--- config.mk ---
export PLATFORM = sky130hd
export DESIGN_NAME = fetch_unit
export DESIGN_NICKNAME = d
export VERILOG_FILES = /design/src/rtl/fetch_unit_pkg.sv /design/src/rtl/fetch_fifo.sv /design/src/rtl/fetch_unit.sv
export SDC_FILE = /design/constraint.sdc
export NUM_CORES = 1
export LEC_CHECK = 0
export CORE_MARGIN = 2
export CORE_UTILIZATION = 45
export CTS_CLUSTER_DIAMETER = 200
export DETAILED_ROUTE_END_ITERATION = 6
export PLACE_DENSITY = 0.7
export SYNTH_ARGS = -nofsm -noshare
export SYNTH_HDL_FRONTEND = slang
export SYNTH_SLANG_ARGS = --single-unit
--- constraint.sdc ---
create_clock -name clk -period 2.25 [get_ports clk]
set_clock_uncertainty 0.1 [all_clocks]
set_input_delay 0.3375 -clock clk [delete_from_list [all_inputs] [get_ports clk]]
set_output_delay 0.3375 -clock clk [all_outputs]
set_load 0.02 [all_outputs]
--- src/rtl/fetch_unit_pkg.sv ---
// Shared core constants for the instruction fetch path: reset vector, NOP word,
// fetch FSM encoding and the prefetch buffer entry layout.
package fetch_unit_pkg;

    localparam int unsigned XLEN    = 32;
    localparam int unsigned IMEM_AW = 14;

    localparam logic [XLEN-1:0] RESET_PC_DEFAULT = 32'h8000_0000;
    localparam logic [XLEN-1:0] NOP_INSN         = 32'h0000_0013;

    typedef enum logic {
        ST_RUN    = 1'b0,
        ST_HALTED = 1'b1
    } fetch_state_e;

    typedef struct packed {
        logic [XLEN-1:0] data;
        logic [XLEN-1:0] pc;
        logic            misaligned;
    } fetch_entry_t;

    function automatic logic is_misaligned(input logic [XLEN-1:0] pc);
        return pc[1:0] != 2'b00;
    endfunction

endpackage

--- src/rtl/fetch_fifo.sv ---
// Prefetch buffer: power-of-two circular FIFO with synchronous flush.
// The producer never pushes into a full buffer unless it also pops.
module fetch_fifo
    import fetch_unit_pkg::*;
#(
    parameter  int unsigned DEPTH = 2,
    localparam int unsigned PW    = $clog2(DEPTH),
    localparam int unsigned CW    = $clog2(DEPTH + 1)
) (
    input  logic          clk,
    input  logic          reset_n,
    input  logic          flush,
    input  logic          push,
    input  logic          pop,
    input  fetch_entry_t  wr_entry,
    output fetch_entry_t  rd_entry,
    output logic [CW-1:0] count
);

    fetch_entry_t  mem_q [DEPTH];
    logic [PW-1:0] rd_ptr_q;
    logic [PW-1:0] wr_ptr_q;
    logic [CW-1:0] count_q;
    logic          do_pop;

    assign do_pop = pop && (count_q != '0);

    always_ff @(posedge clk or negedge reset_n) begin
        if (!reset_n) begin
            for (int i = 0; i < int'(DEPTH); i++) begin
                mem_q[i] <= '0;
            end
            rd_ptr_q <= '0;
            wr_ptr_q <= '0;
            count_q  <= '0;
        end else if (flush) begin
            rd_ptr_q <= '0;
            wr_ptr_q <= '0;
            count_q  <= '0;
        end else begin
            if (push) begin
                mem_q[wr_ptr_q] <= wr_entry;
                wr_ptr_q        <= wr_ptr_q + PW'(1);
            end
            if (do_pop) begin
                rd_ptr_q <= rd_ptr_q + PW'(1);
            end
            count_q <= count_q + CW'(push) - CW'(do_pop);
        end
    end

    assign rd_entry = mem_q[rd_ptr_q];
    assign count    = count_q;

endmodule

--- src/rtl/fetch_unit.sv ---
// Instruction fetch unit: sequential prefetch into a small buffer, with
// redirect (flush + restart) and halt control over a 1-cycle-latency IMEM.
module fetch_unit
    import fetch_unit_pkg::*;
#(
    parameter logic [XLEN-1:0] RESET_PC = RESET_PC_DEFAULT,
    parameter int unsigned     DEPTH    = 2
) (
    input  logic               clk,
    input  logic               reset_n,
    input  logic               redirect_valid,
    input  logic [XLEN-1:0]    redirect_pc,
    input  logic               halt,
    output logic               imem_req,
    output logic [IMEM_AW-1:0] imem_addr,
    input  logic [XLEN-1:0]    imem_rdata,
    output logic               inst_valid,
    input  logic               inst_ready,
    output logic [XLEN-1:0]    inst_data,
    output logic [XLEN-1:0]    inst_pc,
    output logic               inst_misaligned
);

    localparam int unsigned CW = $clog2(DEPTH + 1);
    localparam int unsigned SW = CW + 1;

    fetch_state_e    state_q;
    logic [XLEN-1:0] fetch_pc_q;
    logic [XLEN-1:0] fetch_pc_d;
    logic            inflight_q;
    logic [XLEN-1:0] inflight_pc_q;
    logic [XLEN-1:0] issue_pc;
    logic [CW-1:0]   count;
    fetch_entry_t    head;
    fetch_entry_t    push_entry;
    logic            pop;
    logic            push;
    logic            room;
    logic            issue;

    // A redirect flushes the buffer and kills the response, so it always has room.
    assign pop   = inst_valid && inst_ready && !redirect_valid;
    assign push  = inflight_q && !redirect_valid;
    assign room  = redirect_valid
                || ((SW'(count) + SW'(inflight_q)) < (SW'(DEPTH) + SW'(pop)));
    assign issue = reset_n && (state_q == ST_RUN) && !halt && room;

    assign issue_pc  = redirect_valid ? redirect_pc : fetch_pc_q;
    assign imem_req  = issue;
    assign imem_addr = issue_pc[IMEM_AW-1:0];

    always_comb begin
        fetch_pc_d = fetch_pc_q;
        if (issue) begin
            fetch_pc_d = issue_pc + 32'd4;
        end else if (redirect_valid) begin
            fetch_pc_d = redirect_pc;
        end
    end

    always_ff @(posedge clk or negedge reset_n) begin
        if (!reset_n) begin
            state_q       <= ST_RUN;
            fetch_pc_q    <= RESET_PC;
            inflight_q    <= 1'b0;
            inflight_pc_q <= '0;
        end else begin
            state_q    <= halt ? ST_HALTED : ST_RUN;
            fetch_pc_q <= fetch_pc_d;
            inflight_q <= issue;
            if (issue) begin
                inflight_pc_q <= issue_pc;
            end
        end
    end

    assign push_entry = '{data:       imem_rdata,
                          pc:         inflight_pc_q,
                          misaligned: is_misaligned(inflight_pc_q)};

    fetch_fifo #(
        .DEPTH (DEPTH)
    ) u_fifo (
        .clk      (clk),
        .reset_n  (reset_n),
        .flush    (redirect_valid),
        .push     (push),
        .pop      (pop),
        .wr_entry (push_entry),
        .rd_entry (head),
        .count    (count)
    );

    assign inst_valid      = (count != '0);
    assign inst_data       = head.data;
    assign inst_pc         = head.pc;
    assign inst_misaligned = head.misaligned;

endmodule

### Word level (Yosys, flattened, before mapping)

Index checks and enable logic that the tools add are counted.

| storage, ports and cells | value |
|---|---|
| input port bits | 69 |
| register bits after elaboration | 200 |

| operators by class | value |
|---|---|
| add/sub/neg operators | 7 |
| bitwise operators | 4 |
| order comparisons | 4 |
| reductions and logical operators | 16 |
| mux-type cells | 14 |

Operators with widths:

| cell | count |
|---|---|
| 65-bit two-way mux | 4 |
| 130-bit bitwise mux | 1 |
| 65-bit demux with 1-bit select | 1 |
| 32-bit two-way mux | 2 |
| 32-bit by 3-bit adder with 32-bit output (second input constant) | 1 |
| 1-bit logical AND | 8 |
| 2-bit nonzero test | 4 |
| 1-bit two-way mux | 5 |
| 2-bit greater-or-equal comparator (second input constant) | 2 |
| 1-bit NOT with 2-bit output | 2 |
| 2-bit by 1-bit adder with 3-bit output | 1 |
| 2-bit by 1-bit adder with 3-bit output (first input constant) | 1 |
| 3-bit < comparator | 1 |
| 1-bit adder (second input constant) | 2 |
| 2-bit by 1-bit adder with 2-bit output | 1 |
| 1-bit zero test | 2 |
| 2-bit by 1-bit < comparator with 1-bit output (second input constant) | 1 |
| 2-bit two-way mux | 1 |
| 1-bit NOT | 2 |
| 2-bit AND reduction | 1 |
| 2-bit by 1-bit subtractor with 2-bit output | 1 |
| 1-bit logical OR | 1 |

### Depth between registers and ports, before layout

| logic depth | value |
|---|---|
| depth after elaboration | 8 |
| gate-level depth with buffers | 12 |

### Modules after synthesis

From an unflattened synthesis, not the netlist that was laid out.

| second synthesis, totals | value |
|---|---|
| cell total of the unflattened synthesis | 695 |
| area total of the unflattened synthesis | 9,262.6 um^2 |

By module, submodules not included:

| module | area an instance (um^2) | times used | cells an instance |
|---|---|---|---|
| fetch_fifo | 5,851.9 | 1 | 365 |
| fetch_unit | 3,410.8 | 1 | 330 |

### Worst setup path before layout

No wires, ideal clock.

| timing path | value |
|---|---|
| path kind | input-to-reg |
| start | input port redirect_valid |
| end | register fetch_pc_q[24] |
| slack | -0.396 ns |
| buffers on the path | 4 |
| arrival | 2.419 ns |
| stages | 11 |
| data required time | 2.023 ns |
| cells stage by stage | buf_6 > buf_8 > buf_4 > clkbuf_1 > mux2_2 > ha_1 > and4_1 > a31o_2 > nand4_4 > nor3_1 > xnor2_1 |

| on the way | value |
|---|---|
| elaborated cells on any way between the ends | 9 |
| classes of those cells | add/sub: 2; order compare: 1; mux: 2; reduce/logical: 4 |

RTL lines:

| item | line | source |
|---|---|---|
| from (decl) | fetch_unit.sv:11 | `input logic redirect_valid,` |
| 32-bit two-way mux | - |  |
| named net issue_pc[2] | fetch_unit.sv:32 | `logic [XLEN-1:0] issue_pc;` |
| 32-bit by 3-bit adder with 32-bit output | fetch_unit.sv:55 | `fetch_pc_d = issue_pc + 32'd4;` |
| 32-bit two-way mux | fetch_unit.sv:54 | `if (issue) begin` |
| named net fetch_pc_d[24] | fetch_unit.sv:29 | `logic [XLEN-1:0] fetch_pc_d;` |
| to (signal assigned) | fetch_unit.sv:69 | `fetch_pc_q <= fetch_pc_d;` |
| to (decl) | fetch_unit.sv:28 | `logic [XLEN-1:0] fetch_pc_q;` |

The timed path passes the listed nets, and every way through them passes these cells.
A chain may end at the register's enable or synchronous reset.

### Worst setup path after layout

| timing path | value |
|---|---|
| start | register inflight_q |
| end | output port imem_req |

| on the way | value |
|---|---|
| cells in the longest elaborated chain, start to end | 4 |

Ends and longest elaborated chain:

| item | line | source |
|---|---|---|
| from (decl) | fetch_unit.sv:30 | `logic inflight_q;` |
| from (signal assigned) | fetch_unit.sv:70 | `inflight_q <= issue;` |
| 2-bit by 1-bit adder with 3-bit output | fetch_unit.sv:45 | `\|\| ((SW'(count) + SW'(inflight_q)) < (SW'(DEPTH) + SW'(pop)));` |
| 3-bit < comparator | fetch_unit.sv:45 |  |
| 1-bit logical OR | fetch_unit.sv:45 |  |
| 1-bit logical AND | fetch_unit.sv:46 | `assign issue = reset_n && (state_q == ST_RUN) && !halt && room;` |
| to (decl) | fetch_unit.sv:14 | `output logic imem_req,` |

Every way passes these cells.

==> results.ini <==
[min_path]
whs_path_depth=3
hold_class=input pin to register
worstHoldStart=redirect_valid
whs_endpoint=u_fifo.count[1]

[pwr]
seqPwrFrac=0.436
p_sw_uw=3380
power.share.switching=0.310
leakage_uw=0.00544
p_int_uw=7540
power_density_mw_per_mm2=902
vdd_drop_max_v=0.000544
power_uw=10900
clkPwrFrac=0.284
power_frac_comb=0.280

[route]
firstDrtPassIters=4
antenna_left=0
via_count=6030
detail_route.wl_per_cell_um=18.5
viasPerCell=5.18
post-route-drc-count=0
drt_wl_total_um=21500
drt_iter0_markers=241

[synthesis]
synthAdderAreaFrac=0.00674
async_flop_share=1.00
synth_edf_count=0
ys.flop_type=dfrtp_1
synth_nets=776
synth-simple-area-share=0.0887
synth_area_mm2=0.00928
synth_seq_area_share=0.539
synth-seq-cells=200
muxShareOfSynthArea=0.272
synth_top_family_by_area=multiplexers
synth_compound_area_frac=0.0290
postSynthAreaPerCell_um2=13.2
synthCells=702
synth_xor_area_frac=0.0311
synth_warnings=0
yosys.cell_types.count=48

[placement]
place.gp.congestion=0.829
dpl.cell_count=1118
hpwlAfterDp_um=13900
pre_cts_ws_ns=-0.170
portBuffers=149

[cts]
htree_levels=4
clock_latency_ns=0.43
cts_buffers=17
clk_pin_slew_ns=0.07
cts_tree=built
cts-root-buf=clkbuf_16
ctsLongestPathBuffers=2
cts_num_sinks=200

[grt]
grt_pass1_wl_um=34400
grt-ovfl-total=0
grt_pass1_vias=6454
antenna_found_initial=1
track_usage=0.201
grt_max_degree=106

[finish]
diodes=0
fillers=1600
fin_cells=1163
fin_nets=954
area_growth_pct=30.5
drive_gt1_frac=0.434

[floorplanning]
row_count=52
initial_utilization=0.459
core_area_mm2=0.0202
pin_count=150
die_area_mm2=0.0218
die_w_um=148
die_h_um=148

[critical_path]
r2r_setup_slack_ns=-0.01
crit_required_ns=1.81
crit_fanout=2
r2r_cells=9
crit_type=register to primary output
r2r-start=inflight_q
critPathArrivalTime_ns=1.89
start_kind=register
cp-startpoint=inflight_q
r2r-end=fetch_pc_q[20]
worstSetupEndpointType=primary output

[sta]
fin_crit_sh=1.03
fmax_mhz=430
setup_violations=3
finalHoldViolations=0
maxSlewHeadroom=0.568
holdWs_ns=0.271
slew_violations=0
fin_ws_ns=-0.0763
min_period_ns=2.33
tightest_slew_ns=0.648
rsz0062_at_grt=true

[outcome]
violations=negative setup slack
outcome=complete, but fails checks

[job]
drv_cap=0

==> timing repair <==
| item | 4_1_cts | 5_1_grt |
|---|---|---|
| gates resized for setup | 164 | 43 |
| cloned | 3 | 2 |
| pin swaps | 7 | 14 |
| hold buffers | 1 | 0 |
| setup endpoints to repair | 76 | 78 |
| setup buffers | 7 | 2 |
| endpoints found under the hold margin | 42 | 0 |
==> layout make-up <==
cell class,count,area (µm²),area share
clock buffer,18,439,0.0363
clock inverter,14,175,0.0145
inverter,6,25.0,0.00207
multi-input combinational,448,4140,0.342
sequential,200,5010,0.413
tap,270,338,0.0279
timing repair buffer,207,1990,0.164
==> metal layers <==
metal	track usage	vias up	part of all wire
met3	0.0466	21	0.051
met5	0	-	0
met4	0.0510	0	0.011
met1	0.270	3026	0.46
met2	0.331	154	0.48
li1	-	2829	-
==> stage by stage <==
| stage | setup TNS, ns | utilization | area, µm² |
|---|---|---|---|
| after floorplan | -0.757 | - | 9360 |
| after global placement | -0.807 | 0.559 | 11300 |
| after detailed placement | -1.07 | 0.559 | 11300 |
| after CTS | -0.234 | 0.598 | 12100 |
| after global routing | -1.39 | 0.599 | 12100 |
| final | -0.102 | 0.599 | 12100 |
==> flip-flops by register name, summed over array words and instances, names as in the netlist <==
| signal | count |
|---|---|
| u_fifo.wr_ptr_q | 1 |
| fetch_pc_q | 32 |
| inflight_q | 1 |
| u_fifo.count | 2 |
| state_q | 1 |
| u_fifo.mem_q | 130 |
| inflight_pc_q | 32 |
| u_fifo.rd_ptr_q | 1 |
==> worst max-delay path, cell delays in order, from the launching register on <==
cell	delay, ns
dfrtp_1	0.41
ha_4	0.18
ha_4	0.14
nor2b_4	0.12
nor4b_4	0.30
nand2_2	0.11
inv_4	0.09
buf_6	0.11
==> logic make-up (layout without fill, tap and decap cells) <==
kind of cell             count (synthesis)  count (layout)
AND/OR/NAND/NOR                        142             143
AO/OA/AOI/OAI                           41              41
XOR/XNOR                                33              33
flip-flops                             200             200
adder cells (fa/ha/maj)                  5               5
multiplexers                           226             226
buffers and inverters                   55             245
==> cells in the mapped netlist, drive strengths merged, types with 5 or more instances <==
cell	number	area, µm²
xnor2	26	228
clkbuf	15	56.3
nor2	32	120
a21oi	5	25.0
nand4	11	83.8
xor2	7	61.3
ha	5	62.6
nor3	5	35.0
inv	6	22.5
nand3	12	77.6
dfrtp	199	4980
o21ai	24	124
mux2i	18	180
nand4b	5	104
nand2	58	220
mux2	208	2340
buf	34	230
==> worst max-delay path by stage <==
stage	depth (start not counted)	to	slack, ns
floorplan	12	fetch_pc_q[20]	-0.1
global placement	7	imem_req	-0.15
detailed placement	9	fetch_pc_q[22]	-0.17
CTS	7	imem_req	-0.12
global route	7	imem_req	-0.16
finish	7	imem_req	-0.08
==> layout by cell type, fill, tap and decap left out, drive strengths merged, types with 3 or more instances in the layout <==
cell	n
nand2	58
mux2i	18
inv	13
mux2	208
nand4	12
o21ai	24
nor3	5
a21oi	5
a31oi	4
clkdlybuf4s15	19
nor3b	3
nor4	3
xor2	7
buf	64
ha	5
nor2b	4
xnor2	26
nand4b	5
clkbuf	42
clkinv	5
dlygate4sd2	22
nand3	12
dfrtp	199
clkdlybuf4s50	77
nor2	32
==> power by group through the flow <==
stage	registers [µW]	clock network [µW]	logic (µW)
3_5_place_dp	4830	0	3270
3_3_place_gp	4760	0	3210
2_1_floorplan	4680	0	1950
5_1_grt	4860	3360	3290
4_1_cts	4760	3180	3150
6_report	4770	3100	3060
Note: power is estimated with default switching activity, not from simulation.
